## config.mk

```make
export PLATFORM = sky130hd
export DESIGN_NAME = mem_access_unit
export DESIGN_NICKNAME = d
export VERILOG_FILES = /design/src/rtl/mem_pkg.sv /design/src/rtl/mem_load_ext.sv /design/src/rtl/mem_access_unit.sv
export SDC_FILE = /design/constraint.sdc
export NUM_CORES = 1
export LEC_CHECK = 0
export BUFFER_PORTS_ARGS = -buffer_cell sky130_fd_sc_hd__buf_4
export CAP_MARGIN = 20
export CORE_ASPECT_RATIO = 0.75
export CORE_MARGIN = 2
export CORE_UTILIZATION = 55
export CTS_CLUSTER_SIZE = 16
export DETAILED_ROUTE_END_ITERATION = 16
export GPL_ROUTABILITY_DRIVEN = 0
export PLACE_DENSITY = 0.85
export SYNTH_ARGS = -nofsm -noshare
export SYNTH_HDL_FRONTEND = slang
export SYNTH_HIERARCHICAL = 1
export SYNTH_SLANG_ARGS = --single-unit
```

## constraint.sdc

```tcl
create_clock -name i_clk -period 6.14 [get_ports i_clk]
set_input_delay 0.307 -clock i_clk [delete_from_list [all_inputs] [get_ports i_clk]]
set_output_delay 0.307 -clock i_clk [all_outputs]
set_load 0.02 [all_outputs]
```

## src/rtl/mem_pkg.sv

```systemverilog
// Shared definitions for the load/store unit and the data memory:
// access size codes and the access-unit FSM state encoding.
package mem_pkg;

  localparam logic [1:0] WORD    = 2'b00;
  localparam logic [1:0] HALF    = 2'b01;
  localparam logic [1:0] ILLEGAL = 2'b10;
  localparam logic [1:0] BYTE    = 2'b11;

  typedef enum logic [1:0] {
    IDLE   = 2'b00,
    ACCESS = 2'b01,
    SPLIT  = 2'b10,
    RESP   = 2'b11
  } state_e;

endpackage

```

## src/rtl/mem_load_ext.sv

```systemverilog
// Sign/zero extension of right-aligned load data by access size.
module mem_load_ext
  import mem_pkg::*;
#(
  parameter int NB_DATA = 32
) (
  input  logic [NB_DATA-1:0] data,
  input  logic [1:0]         size,
  input  logic               zero_ext,
  output logic [NB_DATA-1:0] ext
);

  logic sign_b;
  logic sign_h;

  assign sign_b = data[7] & ~zero_ext;
  assign sign_h = data[15] & ~zero_ext;

  always_comb begin
    ext = data;
    case (size)
      BYTE:    ext = {{(NB_DATA-8){sign_b}}, data[7:0]};
      HALF:    ext = {{(NB_DATA-16){sign_h}}, data[15:0]};
      default: ext = data;
    endcase
  end

endmodule

```

## src/rtl/mem_access_unit.sv

```systemverilog
// Load/store unit: one native access when aligned, otherwise a
// sequence of byte accesses with wrap-around addressing.
module mem_access_unit
  import mem_pkg::*;
#(
  parameter int NB_DATA    = 32,
  parameter int N_ADDRESS  = 64,
  parameter int NB_ADDRESS = $clog2(N_ADDRESS)
) (
  input  logic                  i_clk,
  input  logic                  i_reset,
  input  logic                  i_req_valid,
  output logic                  o_req_ready,
  input  logic                  i_req_we,
  input  logic [1:0]            i_req_size,
  input  logic                  i_req_unsigned,
  input  logic [NB_ADDRESS-1:0] i_req_addr,
  input  logic [NB_DATA-1:0]    i_req_wdata,
  output logic                  o_resp_valid,
  output logic [NB_DATA-1:0]    o_resp_rdata,
  output logic                  o_resp_err,
  output logic [NB_ADDRESS-1:0] o_mem_r_addr,
  output logic [NB_ADDRESS-1:0] o_mem_w_addr,
  output logic                  o_mem_r_en,
  output logic                  o_mem_w_en,
  output logic [1:0]            o_mem_r_addressing,
  output logic [1:0]            o_mem_w_addressing,
  output logic [NB_DATA-1:0]    o_mem_w_data,
  input  logic [NB_DATA-1:0]    i_mem_r_data
);

  localparam logic [NB_ADDRESS:0] ADDR_LIMIT = (NB_ADDRESS+1)'(N_ADDRESS);

  state_e state;
  state_e state_next;

  logic                  req_we;
  logic                  req_uns;
  logic [1:0]            req_size;
  logic [NB_ADDRESS-1:0] req_addr;
  logic [NB_DATA-1:0]    req_wdata;
  logic [NB_DATA-1:0]    result;
  logic [1:0]            idx;

  logic                  aligned;
  logic                  last;
  logic [NB_ADDRESS:0]   addr_sum;
  logic [NB_ADDRESS-1:0] split_addr;
  logic [7:0]            split_byte;
  logic [NB_DATA-1:0]    load_data;

  always_comb begin
    aligned = 1'b1;
    unique case (1'b1)
      i_req_size == WORD: aligned = i_req_addr[1:0] == 2'b00;
      i_req_size == HALF: aligned = ~i_req_addr[0];
      default:            aligned = 1'b1;
    endcase
  end

  // Byte k of a split access lives at (addr + k) mod N_ADDRESS
  assign addr_sum = {1'b0, req_addr} + {{(NB_ADDRESS-1){1'b0}}, idx};
  assign split_addr = (addr_sum >= ADDR_LIMIT)
                    ? NB_ADDRESS'(addr_sum - ADDR_LIMIT)
                    : addr_sum[NB_ADDRESS-1:0];
  assign split_byte = req_wdata[8*idx +: 8];
  assign last = (idx == ((req_size == WORD) ? 2'd3 : 2'd1));

  mem_load_ext #(
    .NB_DATA (NB_DATA)
  ) u_load_ext (
    .data     (result),
    .size     (req_size),
    .zero_ext (req_uns),
    .ext      (load_data)
  );

  always_ff @(posedge i_clk or posedge i_reset) begin
    if (i_reset) state <= IDLE;
    else         state <= state_next;
  end

  always_ff @(posedge i_clk or posedge i_reset) begin
    if (i_reset) begin
      req_we    <= 1'b0;
      req_uns   <= 1'b0;
      req_size  <= WORD;
      req_addr  <= '0;
      req_wdata <= '0;
      result    <= '0;
      idx       <= '0;
    end else begin
      if (state == IDLE && i_req_valid) begin
        req_we    <= i_req_we;
        req_uns   <= i_req_unsigned;
        req_size  <= i_req_size;
        req_addr  <= i_req_addr;
        req_wdata <= i_req_wdata;
        result    <= '0;
        idx       <= '0;
      end
      if (state == ACCESS && !req_we) result <= i_mem_r_data;
      if (state == SPLIT) begin
        if (!req_we) result[8*idx +: 8] <= i_mem_r_data[7:0];
        idx <= idx + 2'd1;
      end
    end
  end

  always_comb begin
    state_next         = state;
    o_req_ready        = 1'b0;
    o_resp_valid       = 1'b0;
    o_resp_rdata       = '0;
    o_resp_err         = 1'b0;
    o_mem_r_en         = 1'b0;
    o_mem_w_en         = 1'b0;
    o_mem_r_addr       = '0;
    o_mem_w_addr       = '0;
    o_mem_r_addressing = 2'b00;
    o_mem_w_addressing = 2'b00;
    o_mem_w_data       = '0;
    unique case (state)
      IDLE: begin
        o_req_ready = 1'b1;
        if (i_req_valid) begin
          if (i_req_size == ILLEGAL) state_next = RESP;
          else if (aligned)          state_next = ACCESS;
          else                       state_next = SPLIT;
        end
      end
      ACCESS: begin
        if (req_we) begin
          o_mem_w_en         = 1'b1;
          o_mem_w_addr       = req_addr;
          o_mem_w_addressing = req_size;
          o_mem_w_data       = req_wdata;
        end else begin
          o_mem_r_en         = 1'b1;
          o_mem_r_addr       = req_addr;
          o_mem_r_addressing = req_size;
        end
        state_next = RESP;
      end
      SPLIT: begin
        if (req_we) begin
          o_mem_w_en         = 1'b1;
          o_mem_w_addr       = split_addr;
          o_mem_w_addressing = BYTE;
          o_mem_w_data       = NB_DATA'(split_byte);
        end else begin
          o_mem_r_en         = 1'b1;
          o_mem_r_addr       = split_addr;
          o_mem_r_addressing = BYTE;
        end
        if (last) state_next = RESP;
      end
      RESP: begin
        o_resp_valid = 1'b1;
        o_resp_err   = (req_size == ILLEGAL);
        if (!req_we && req_size != ILLEGAL) o_resp_rdata = load_data;
        state_next = IDLE;
      end
      default: state_next = IDLE;
    endcase
  end

endmodule

```

* Word level (Yosys, flattened, before mapping)
Cells that the tools add are included.
Storage, ports and cells: flip-flop bits (word level) 78, output and inout bits 85
Operators by class: add/subtract/negate cells 4, $lt $le $gt $ge 1, eq/ne operators 12, shifts and indexed selects 3, multiplexer cells 40, bitwise logic cells 4, reductions and logical operators 11
Operators by type and width (number):
- $mux 32 | 7
- $pmux 32 s2 | 2
- $neg 5->34 | 1
- $shift 8x34->32 const A | 1
- $shiftx 8x34->32 | 1
- $bwmux 32 | 1
- $shiftx 32x6->8 | 1
- $mux 6 | 5
- $pmux 6 s2 | 2
- $mux 2 | 11
- $eq 2x2->1 const B | 5
- $logic_not 2->1 | 4
- $mux 8 | 1
- $pmux 2 s2 | 2
- $pmux 2 s4 | 1
- $add 6x2->7 | 1
- $ge 7x7->1 const B | 1
- $mux 1 | 7
- $eq 2x1->1 const B | 3
- $ne 2x2->1 const B | 3
- $sub 6x1->6 const B | 1
- $logic_and 1x1->1 | 3
- $add 2x1->2 const B | 1
- $and 1x1->1 | 2
- 7 further kinds | 8

* Longest topological paths before layout
Gate-level depths: netlist (run 1).
word-level depth 7, mapped depth 8, mapped depth without buffers 6

* Hierarchy
The synthesis (run 1) kept the hierarchy.
Modules (own cells, without submodules):
- mem_access_unit | times used 1, cells each 447, area each 4699.5 um^2
- mem_load_ext | times used 1, cells each 58, area each 445.4 um^2

* Worst setup path before layout (run 1)
Ideal clock, no wire load.
path kind reg-to-output, start register idx[1], end output o_mem_r_addr[4], arrival 2.133 ns, data required time 5.833 ns, setup slack 3.700 ns, cell stages (with the launch flop) 7, path through dfrtp_1 > buf_2 > inv_1 > fa_1 > and3b_1 > a21oi_1 > a311oi_1
On the way: longest elaborated chain between the ends 5, elaborated cells on any way between the ends 6, classes of those cells 2 x add/sub; 1 x order compare; 3 x mux
RTL lines:
- from (decl) | line mem_access_unit.sv:43 | logic [1:0] idx;
- from (signal assigned) | line mem_access_unit.sv:105 | idx <= idx + 2'd1;
- $add 6x2->7 (*) | line mem_access_unit.sv:62 | assign addr_sum = {1'b0, req_addr} + {{(NB_ADDRESS-1){1'b0}}, idx};
- $sub 6x1->6 or $ge 7x7->1 (tied branches) | line mem_access_unit.sv:64, mem_access_unit.sv:63
- $mux 6 (*) | line mem_access_unit.sv:64 | ? NB_ADDRESS'(addr_sum - ADDR_LIMIT)
- $mux 6 (*) | line mem_access_unit.sv:146 | if (req_we) begin
- $pmux 6 s2 (*) | line mem_access_unit.sv:123 | unique case (state)
- to (decl) | line mem_access_unit.sv:22 | output logic [NB_ADDRESS-1:0] o_mem_r_addr,
Mark *: on every way between the ends. The rest lies on a longest branch, timed or not.

* Worst setup path in the final report (run 1)
start register idx[0], end output o_mem_r_addr[4]
Same word-level chain as after synthesis.

==> results_tabular.tex, run 1 <==
\begin{tabular}{lr}
\hline
Metric & Value \\
\hline
\multicolumn{2}{l}{\textbf{Run status}} \\
\quad Outcome & complete, no violations \\
\multicolumn{2}{l}{\textbf{GRT}} \\
\quad Initial antenna violation count & 0 \\
\quad First-pass GRT wire length & 22.9 mm \\
\quad Vias in the first global route & 4403 \\
\quad Gr ovfl total & 0 \\
\quad Total routing usage reported by global routing & 29.2\% \\
\quad Largest net degree at the start of global routing & 79 \\
\multicolumn{2}{l}{\textbf{Layout}} \\
\quad Area growth from synthesis to layout & 27.8\% \\
\quad Count of nets after finishing & 724 \\
\quad Fraction of layout cells with a size suffix above 1 & 39.4\% \\
\quad Non-filler instance count after layout & 768 \\
\quad Antenna Diode Count & 0 \\
\multicolumn{2}{l}{\textbf{Clocking}} \\
\quad Post-CTS setup buffer count & 0 \\
\quad Max Buffers Root-to-Sink & 2 \\
\quad Inserted Clock Buffers & 9 \\
\quad CTS root buffer & clkbuf\_16 \\
\quad TritonCTS clock tree & built \\
\quad Number of H-tree levels & 3 \\
\quad Resize count post-CTS & 0 \\
\quad Hold buffer count at CTS & 0 \\
\quad Clock sinks & 78 \\
\quad Clock slew at reported path FFs & 0.06 ns \\
\quad Clock network latency to the later pin of the worst-skew pair & 0.34 ns \\
\multicolumn{2}{l}{\textbf{Setup path}} \\
\quad CP peak stage delay & 0.88 ns \\
\quad Worst Reg2Reg Path Length in Cells & 5 \\
\quad Crit path required time & 5.83 ns \\
\quad Buffers \& Inverters on Critical Path & 2 \\
\quad Worst reg2reg setup slack & 3.60 ns \\
\quad Worst path cell trace & ha\_1 > inv\_1 > fa\_1 > and3b\_1 > a21oi\_1 > a311oi\_1 > buf\_4 \\
\quad Element type at the critical path end & primary output \\
\quad Startpoint of the worst-slack reg-to-reg timing path & idx[1]\$\_DFFE\_PP0P\_ \\
\quad Launching element type of the critical path & flip-flop \\
\quad Worst endpoint data arrival time & 2.93 ns \\
\quad Worst R2R End & result[1]\$\_DFF\_PP0\_ \\
\quad Crit path max-delay cell type & dfrtp\_1 \\
\quad Maximum fanout encountered on the critical timing path & 16 \\
\quad Class of the most critical setup path & flip-flop to primary output \\
\quad Dominant delay contributor by cell family on the critical path & flip-flops \\
\multicolumn{2}{l}{\textbf{Synthesis}} \\
\quad Mapped cell area & 0.00514 mm² \\
\quad Sequential-to-total area share from yosys stat & 37.9\% \\
\quad Post-Syn Nets & 594 \\
\quad Warning count from the yosys run & 6 \\
\quad Distinct cell type count of the synthesized netlist & 54 \\
\quad Main synth FF type & dfrtp\_1 \\
\quad Mean instance size in the synthesized netlist & 10.2 µm² \\
\quad Number of flip-flops and latches in the synthesized netlist & 78 \\
\quad Number of cells produced by synthesis & 505 \\
\quad FFs w/ async S/R, synth & 100\% \\
\quad Number of enable flip-flop cells after synthesis & 0 \\
\multicolumn{2}{l}{\textbf{Pwr}} \\
\quad Reported net switching power & 1.47 mW \\
\quad Logic gate share of total power & 53.3\% \\
\quad Lkg Pwr & 3.03 nW \\
\quad Cell Pwr Density & 514 mW/mm² \\
\quad Share of total power in sequential cells & 30.8\% \\
\quad Clock Power Share & 15.9\% \\
\quad Net switching fraction of the power & 43.6\% \\
\quad Max VDD drop & 0.000282 V \\
\quad Internal Dissipation & 1.90 mW \\
\multicolumn{2}{l}{\textbf{STA}} \\
\quad Final worst path period need & 3.24 ns \\
\quad Peak clock frequency supported by timing & 309 MHz \\
\quad Final-report hold violation count & 0 \\
\quad Setup repair after global routing missed its margin & no \\
\quad Final setup TNS & 0 ns \\
\quad Headroom to the max-slew limit & 27.1\% \\
\quad Final cycle utilization of the critical path & 52.7\% \\
\quad Largest clock skew in the final design & 0.00552 ns \\
\quad Slew at the pin closest to its max-slew limit & 1.09 ns \\
\quad Setup violations, final & 0 \\
\quad Number of max-slew violations in the final report & 0 \\
\multicolumn{2}{l}{\textbf{Drt}} \\
\quad Residual antenna-violating net count after detailed routing & 0 \\
\quad Number of DRC markers after the initial detailed-route iteration & 374 \\
\quad Residual DRC count & 0 \\
\quad 1st-pass router iterations & 5 \\
\quad DR WL/cell & 18.9 µm \\
\quad Detailed Route WL & 14.6 mm \\
\quad Post-detailed-route via-to-cell ratio & 5.93 \\
\quad Via count & 4552 \\
\multicolumn{2}{l}{\textbf{Worst hold path}} \\
\quad Hold path endpoint & req\_addr[3]\$\_DFFE\_PP0P\_ \\
\quad Hold Crit Class & input port to flip-flop \\
\quad Number of stages on the worst hold path & 3 \\
\quad Worst min-delay path startpoint & i\_req\_addr[3] \\
\multicolumn{2}{l}{\textbf{Floorplanning}} \\
\quad Die Span Y & 87.8 µm \\
\quad Starting density of the core & 56.6\% \\
\quad Area of the die & 0.0102 mm² \\
\quad Core area & 0.00908 mm² \\
\quad Die extent in x & 116 µm \\
\quad I/O pin count & 162 \\
\quad Number of rows created at floorplan & 30 \\
\multicolumn{2}{l}{\textbf{Place}} \\
\quad Hpwl dp & 10.3 mm \\
\quad Number of buffers added on ports & 161 \\
\quad Number of cells in the design after placement & 751 \\
\multicolumn{2}{l}{\textbf{Flow run}} \\
\quad Max-Cap Viols & 0 \\
\hline
\end{tabular}
[cells in the mapped netlist, types with 2 or more instances]
| cell type | number | area, µm² |
|---|---|---|
| inv_1 | 26 | 97.6 |
| a22o_1 | 18 | 158 |
| nand2b_1 | 28 | 175 |
| buf_2 | 10 | 50.1 |
| buf_4 | 12 | 90.1 |
| a31oi_1 | 6 | 37.5 |
| and3_1 | 4 | 25.0 |
| nand2_1 | 21 | 78.8 |
| a32o_1 | 2 | 20.0 |
| clkbuf_1 | 17 | 63.8 |
| mux2_2 | 38 | 428 |
| buf_6 | 7 | 78.8 |
| a22oi_1 | 3 | 22.5 |
| ha_1 | 11 | 138 |
| o21ai_0 | 8 | 40.0 |
| o211ai_1 | 4 | 30.0 |
| and2_1 | 59 | 369 |
| mux2i_4 | 2 | 45.0 |
| o2bb2ai_1 | 24 | 210 |
| nor2b_1 | 4 | 25.0 |
| dfrtp_1 | 78 | 1950 |
| mux4_2 | 8 | 180 |
| a21o_1 | 8 | 60.1 |
| a21oi_1 | 49 | 245 |
| nor2_1 | 7 | 26.3 |
| nor4_4 | 3 | 63.8 |
| o31a_1 | 2 | 17.5 |
| o22ai_2 | 10 | 125 |
| or4_1 | 2 | 15.0 |
| o22ai_1 | 7 | 43.8 |
| and3b_1 | 3 | 26.3 |
| o31ai_1 | 2 | 15.0 |
[registers in the layout, indices dropped and copies added (netlist names)]
name	count
req_addr	6
idx	2
result	32
req_size	2
req_we	1
req_uns	1
req_wdata	32
state	2
[layout make-up]
| class | instances | area, µm² |
|---|---|---|
| fillers | 696 | 2510 |
| flip-flops and latches | 78 | 1950 |
| multi-input cells | 352 | 2810 |
| well taps | 128 | 160 |
| clock buffers | 10 | 229 |
| clock inverters | 6 | 70.1 |
| inverters | 28 | 105 |
| repair buffers | 166 | 1250 |
[power by group through the flow]
stage	clock (mW)	sequential (mW)	combinational, mW
CTS	0.541	1.03	1.78
floorplan	0	0.910	1.42
finish	0.537	1.04	1.80
detailed placement	0	1.04	1.77
global route	0.564	1.08	1.95
global placement	0	1.02	1.70
[layout by cell type, fill, tap and decap left out, types with 2 or more instances in the layout]
| cell type | netlist | layout |
|---|---|---|
| nand2_1 | 21 | 21 |
| clkbuf_16 | 0 | 9 |
| mux4_2 | 8 | 8 |
| nor2b_1 | 4 | 3 |
| a21oi_1 | 49 | 49 |
| nor2_1 | 7 | 7 |
| or4_1 | 2 | 2 |
| o22ai_2 | 10 | 10 |
| clkinvlp_4 | 0 | 3 |
| mux2i_4 | 2 | 2 |
| a31oi_1 | 6 | 6 |
| and3b_1 | 3 | 3 |
| and2_1 | 59 | 58 |
| o21ai_0 | 8 | 8 |
| a22o_1 | 18 | 18 |
| o2bb2ai_1 | 24 | 24 |
| buf_4 | 12 | 165 |
| a22oi_1 | 3 | 3 |
| a21o_1 | 8 | 8 |
| o211ai_1 | 4 | 4 |
| and3_1 | 4 | 4 |
| o22ai_1 | 7 | 7 |
| o31a_1 | 2 | 2 |
| ha_1 | 11 | 11 |
| a32o_1 | 2 | 2 |
| inv_6 | 0 | 2 |
| dfrtp_1 | 78 | 78 |
| nor4_4 | 3 | 3 |
| mux2_2 | 38 | 38 |
| inv_1 | 26 | 25 |
| nand2b_1 | 28 | 28 |
| inv_2 | 1 | 2 |
| o31ai_1 | 2 | 2 |
[logic make-up (layout without fill, tap and decap cells)]
kind of cell	Yosys count	after routing	synth area share [%]
multiplexers	49	49	12.9
buffers and inverters	75	210	7.61
XOR/XNOR	1	1	0.170
AND/OR/NAND/NOR	144	144	17.9
AO/OA/AOI/OAI	146	146	20.4
flip-flops	78	78	37.9
adder cells (fa/ha/maj)	12	12	3.06
[worst min-delay path, stage by stage]
cell	delay [ns]
buf_4	0.07
nand2_1	0.03
o21ai_0	0.06
[metal layers]
layer | track usage, % | share of wire (%)
met1 | 40.2 | 41
met2 | 46.8 | 49
met3 | 6.37 | 8.0
met4 | 8.77 | 1.8
met5 | 0 | 0
[worst max path at each step]
stage	startpoint	endpoint	cells past startpoint
6_report	idx[0]$_DFFE_PP0P_	o_mem_r_addr[4]	7
3_5_place_dp	state[1]$_DFFE_PP0P_	o_mem_w_addr[4]	6
4_1_cts	state[1]$_DFFE_PP0P_	o_mem_w_addr[4]	6
3_3_place_gp	state[1]$_DFFE_PP0P_	o_mem_w_addr[4]	6
5_1_grt	idx[0]$_DFFE_PP0P_	o_mem_r_addr[4]	7
2_1_floorplan	idx[1]$_DFFE_PP0P_	o_mem_r_addr[4]	6
[metrics by stage]
step | hold WS [ns] | area, µm² | setup slack (ns) | util, % | total power [mW]
after CTS | 0.164 | 6560 | 2.65 | 72.2 | 3.36
final | 0.167 | 6580 | 2.90 | 72.4 | 3.38
after global routing | 0.172 | 6580 | 2.72 | 72.4 | 3.59
after detailed placement | 0.491 | 6260 | 3.01 | 68.9 | 2.80
after floorplan | 0.424 | 5140 | 3.70 | - | 2.33
after global placement | 0.488 | 6260 | 3.19 | 68.9 | 2.72
(Power assumes the default switching activity.)
==> inputs of run 2 (changes only) <==
--- a/config.mk
+++ b/config.mk
@@ -5,15 +5,16 @@
 export SDC_FILE = /design/constraint.sdc
 export NUM_CORES = 1
 export LEC_CHECK = 0
+export ABC_AREA = 1
 export BUFFER_PORTS_ARGS = -buffer_cell sky130_fd_sc_hd__buf_4
 export CAP_MARGIN = 20
 export CORE_ASPECT_RATIO = 0.75
 export CORE_MARGIN = 2
-export CORE_UTILIZATION = 55
+export CORE_UTILIZATION = 47
 export CTS_CLUSTER_SIZE = 16
 export DETAILED_ROUTE_END_ITERATION = 16
 export GPL_ROUTABILITY_DRIVEN = 0
-export PLACE_DENSITY = 0.85
+export PLACE_DENSITY = 0.77
 export SYNTH_ARGS = -nofsm -noshare
 export SYNTH_HDL_FRONTEND = slang
 export SYNTH_HIERARCHICAL = 1
==> constraint.sdc (replaced) <==
create_clock -name i_clk -period 2.8 [get_ports i_clk]
set_input_delay 0.14 -clock i_clk [delete_from_list [all_inputs] [get_ports i_clk]]
set_output_delay 0.14 -clock i_clk [all_outputs]
set_load 0.02 [all_outputs]
==> run 2 against run 1 <==
  * Sequential power up 100%
  * Die area is 19% higher
  * Total power rose by 130%
  * Hold slack got worse by 0.17 ns
  * Via count increased by 20%
  * Sequential share of layout area shrank 1.5 points
  * Non-clock buffer count increased by 18
  * Combinational power rose by 140%
  * Register-to-register slack got worse by 2.9 ns
==> results_tabular.tex, run 2 <==
\begin{tabular}{lr}
\hline
Metric & Value \\
\hline
\multicolumn{2}{l}{\textbf{STA}} \\
\quad Number of max-slew violations in the final report & 0 (unchanged) \\
\quad Final worst path period need & 2.57 ns \\
\quad Slew at the pin closest to its max-slew limit & 0.536 ns (-0.558 ns) \\
\quad Final setup TNS & 0 ns (unchanged) \\
\quad Largest clock skew in the final design & 0.00740 ns (+0.00188 ns) \\
\quad Setup repair after global routing missed its margin & no \\
\quad Peak clock frequency supported by timing & 389 MHz \\
\quad Setup violations, final & 0 (unchanged) \\
\quad Final cycle utilization of the critical path & 91.8\% \\
\quad Headroom to the max-slew limit & 64.2\% (+37 points) \\
\quad Final-report hold violation count & 0 (unchanged) \\
\multicolumn{2}{l}{\textbf{Layout}} \\
\quad Area growth from synthesis to layout & 32.1\% \\
\quad Fillers & 988 (+42\%) \\
\quad Fraction of layout cells with a size suffix above 1 & 24.5\% (-15 points) \\
\quad Registers with the highest flip-flop counts & req\_wdata: 32 flops, result: 32 flops, req\_addr: 6 flops \\
\quad Antenna Diode Count & 0 (unchanged) \\
\quad Utilization after layout & 63.6\% (-8.8 points) \\
\quad Commonest cells after routing, fill and taps aside & nand2\_1 (251), buf\_4 (169), inv\_1 (84), dfrtp\_1 (78), nor2\_1 (72) \\
\quad Combined area of the multi-input logic cells & 0.00264 mm² (-5.8\%) \\
\quad Register area & 0.00195 mm² (unchanged) \\
\quad Most common library cell in the layout ignoring fill and taps & nand2\_1 \\
\quad Count of nets after finishing & 997 (+38\%) \\
\multicolumn{2}{l}{\textbf{Setup path}} \\
\quad Startpoint of the worst-slack reg-to-reg timing path & idx[0]\$\_DFFE\_PP0P\_ \\
\quad End of the critical path & o\_mem\_w\_addr[4] \\
\quad CP peak stage delay & 0.57 ns (-0.31 ns) \\
\quad Worst endpoint data arrival time & 2.43 ns (-0.50 ns) \\
\quad Setup crit start & state[0]\$\_DFFE\_PP0P\_ \\
\quad Element type at the critical path end & primary output \\
\quad Maximum fanout encountered on the critical timing path & 19 (+3) \\
\quad Crit path required time & 2.66 ns (-3.17 ns) \\
\quad Worst path cell trace & inv\_1 > ha\_1 > inv\_2 > nor2\_4 > nand3\_1 > o21ai\_0 > buf\_4 \\
\quad Crit path max-delay cell type & ha\_1 \\
\quad Worst R2R End & result[20]\$\_DFF\_PP0\_ \\
\quad Worst reg2reg setup slack & 0.74 ns (-2.86 ns) \\
\quad Launching element type of the critical path & flip-flop \\
\quad Worst Reg2Reg Path Length in Cells & 6 (+1) \\
\quad Class of the most critical setup path & flip-flop to primary output \\
\multicolumn{2}{l}{\textbf{Synthesis}} \\
\quad Main synth FF type & dfrtp\_1 \\
\quad Warning count from the yosys run & 6 (unchanged) \\
\quad Post-Syn Nets & 848 (+43\%) \\
\quad Mapped cell area & 0.00525 mm² (+2.0\%) \\
\quad Portion of synthesized cell area occupied by the leading cell type & 37.2\% (-0.75 points) \\
\quad Biggest area consumer among synthesized cells & dfrtp\_1 \\
\quad Synth area leaders & dfrtp\_1 (37\%), nand2\_1 (18\%), inv\_1 (6.1\%) \\
\quad Number of flip-flops and latches in the synthesized netlist & 78 (unchanged) \\
\quad Number of enable flip-flop cells after synthesis & 0 (unchanged) \\
\quad Distinct cell type count of the synthesized netlist & 32 (-41\%) \\
\quad Number of cells produced by synthesis & 759 (+50\%) \\
\quad Mean instance size in the synthesized netlist & 6.92 µm² (-32\%) \\
\quad FFs w/ async S/R, synth & 100\% (unchanged) \\
\quad Sequential-to-total area share from yosys stat & 37.2\% (-0.75 points) \\
\quad Library cell with the highest instance count after synthesis & nand2\_1 \\
\quad Top cell types by occurrence after synthesis & nand2\_1 (251), inv\_1 (85), dfrtp\_1 (78), nor2\_1 (72), o21ai\_0 (59) \\
\multicolumn{2}{l}{\textbf{GRT}} \\
\quad Total routing usage reported by global routing & 26.9\% (-2.2 points) \\
\quad First-pass GRT wire length & 25.4 mm (+11\%) \\
\quad Vias in the first global route & 4855 (+10\%) \\
\quad Initial antenna violation count & 0 (unchanged) \\
\quad Largest net degree at the start of global routing & 41 (-48\%) \\
\quad Gr ovfl total & 0 (unchanged) \\
\multicolumn{2}{l}{\textbf{Pwr}} \\
\quad Clock Power Share & 18.6\% (+2.7 points) \\
\quad Lkg Pwr & 3.76 nW (+24\%) \\
\quad Max VDD drop & 0.000617 V (+120\%) \\
\quad Cell Pwr Density & 1140 mW/mm² (+120\%) \\
\quad Internal Dissipation & 4.22 mW (+120\%) \\
\quad Logic gate share of total power & 54.6\% (+1.3 points) \\
\quad Share of total power in sequential cells & 26.8\% (-4.0 points) \\
\quad Reported net switching power & 3.69 mW (+150\%) \\
\quad Net switching fraction of the power & 46.6\% (+3.0 points) \\
\multicolumn{2}{l}{\textbf{Floorplanning}} \\
\quad Starting density of the core & 48.2\% (-8.5 points) \\
\quad Die Span Y & 95.5 µm (+8.8\%) \\
\quad Die extent in x & 126 µm (+8.9\%) \\
\quad Number of rows created at floorplan & 33 (+10\%) \\
\quad I/O pin count & 162 (unchanged) \\
\quad Area of the die & 0.0120 mm² (+19\%) \\
\quad Core area & 0.0109 mm² (+20\%) \\
\multicolumn{2}{l}{\textbf{Clocking}} \\
\quad Clock slew at reported path FFs & 0.06 ns (about the same) \\
\quad TritonCTS clock tree & built \\
\quad Clock sinks & 78 (unchanged) \\
\quad Number of H-tree levels & 3 (unchanged) \\
\quad Max Buffers Root-to-Sink & 2 (unchanged) \\
\quad CTS root buffer & clkbuf\_16 \\
\quad Clock network latency to the later pin of the worst-skew pair & 0.34 ns (about the same) \\
\quad Inserted Clock Buffers & 9 (unchanged) \\
\quad Resize count post-CTS & 0 (unchanged) \\
\multicolumn{2}{l}{\textbf{Drt}} \\
\quad DR WL/cell & 15.3 µm (-19\%) \\
\quad Residual antenna-violating net count after detailed routing & 0 (unchanged) \\
\quad 1st-pass router iterations & 5 (unchanged) \\
\quad Post-detailed-route via-to-cell ratio & 5.20 (-12\%) \\
\quad Number of DRC markers after the initial detailed-route iteration & 586 (+57\%) \\
\quad Residual DRC count & 0 (unchanged) \\
\quad Detailed Route WL & 16.1 mm (+11\%) \\
\quad Via count & 5480 (+20\%) \\
\multicolumn{2}{l}{\textbf{Run status}} \\
\quad Outcome & complete, no violations \\
\multicolumn{2}{l}{\textbf{Flow run}} \\
\quad Max-Cap Viols & 0 (unchanged) \\
\multicolumn{2}{l}{\textbf{Place}} \\
\quad Number of buffers added on ports & 161 (unchanged) \\
\quad Hpwl dp & 11.7 mm (+13\%) \\
\multicolumn{2}{l}{\textbf{Worst hold path}} \\
\quad Hold Crit Class & input port to flip-flop \\
\quad Number of stages on the worst hold path & 3 (unchanged) \\
\hline
\end{tabular}
run 2: worst min path at each step:
stage                          from                         to
floorplan             i_req_addr[0]    req_addr[0]$_DFFE_PP0P_
global placement            i_reset       result[26]$_DFF_PP0_
detailed placement          i_reset       result[26]$_DFF_PP0_
CTS                 i_req_wdata[17]  req_wdata[17]$_DFFE_PP0P_
global route        i_req_wdata[31]  req_wdata[31]$_DFFE_PP0P_
finish              i_req_wdata[17]  req_wdata[17]$_DFFE_PP0P_
run 2: per-layer routing:
layer  track usage, %  wire (µm)
met2             39.6       6940
met4             6.68        187
met1             40.4       7700
met5                0          0
met3             5.67       1270
run 2: area by class of cell:
class	instances	area share (%)
Clock buffer	11	3.50
Clock inverter	5	1.86
Inverter	96	5.23
Multi-Input combinational cell	539	38.1
Sequential cell	78	28.2
Tap cell	140	2.53
Timing Repair Buffer	184	20.6
run 2: logic make-up (layout without fill, tap and decap cells):
logic type / after synthesis / count (layout) / share of synthesized area [%]
AND/OR/NAND/NOR: 387 / 387 / 32.0
buffers and inverters: 142 / 296 / 12.5
AO/OA/AOI/OAI: 139 / 139 / 15.1
flip-flops: 78 / 78 / 37.2
adder cells (fa/ha/maj): 12 / 12 / 3.00
XOR/XNOR: 1 / 1 / 0.167
run 2: what timing repair did:
action,4_1_cts,5_1_grt
buffers inserted,0,0
hold endpoints to repair,37,0
hold buffers,14,0
run 2: power by group through the flow:
stage	Sequential [mW]	Clock [mW]	Combinational, mW
detailed placement	2.11	0	4.24
finish	2.12	1.47	4.32
CTS	2.10	1.48	4.29
global route	2.18	1.53	4.87
floorplan	1.97	0	3.28
global placement	2.10	0	4.18
run 2: critical path, delay by kind of cell, from the launching register on:
kind                       cells  cell delay, ns
AOI/OAI and AO/OA              1            0.12
and+or+nand+nor                2            0.48
DFF                            1            0.40
buffers and inverters          3            0.52
adders and majority gates      1            0.57
run 2: per-stage QoR:
stage	cells	setup WS, ns	cell area (µm²)	power, mW	hold WS (ns)
2_1_floorplan	759	0.665	5250	5.25	0.250
3_3_place_gp	1023	0.705	6420	6.28	0.166
3_5_place_dp	1023	0.636	6420	6.35	0.173
4_1_cts	1053	0.256	6930	7.87	0.000165
5_1_grt	1053	0.0612	6930	8.57	0.00555
6_report	1053	0.229	6930	7.92	0.00227
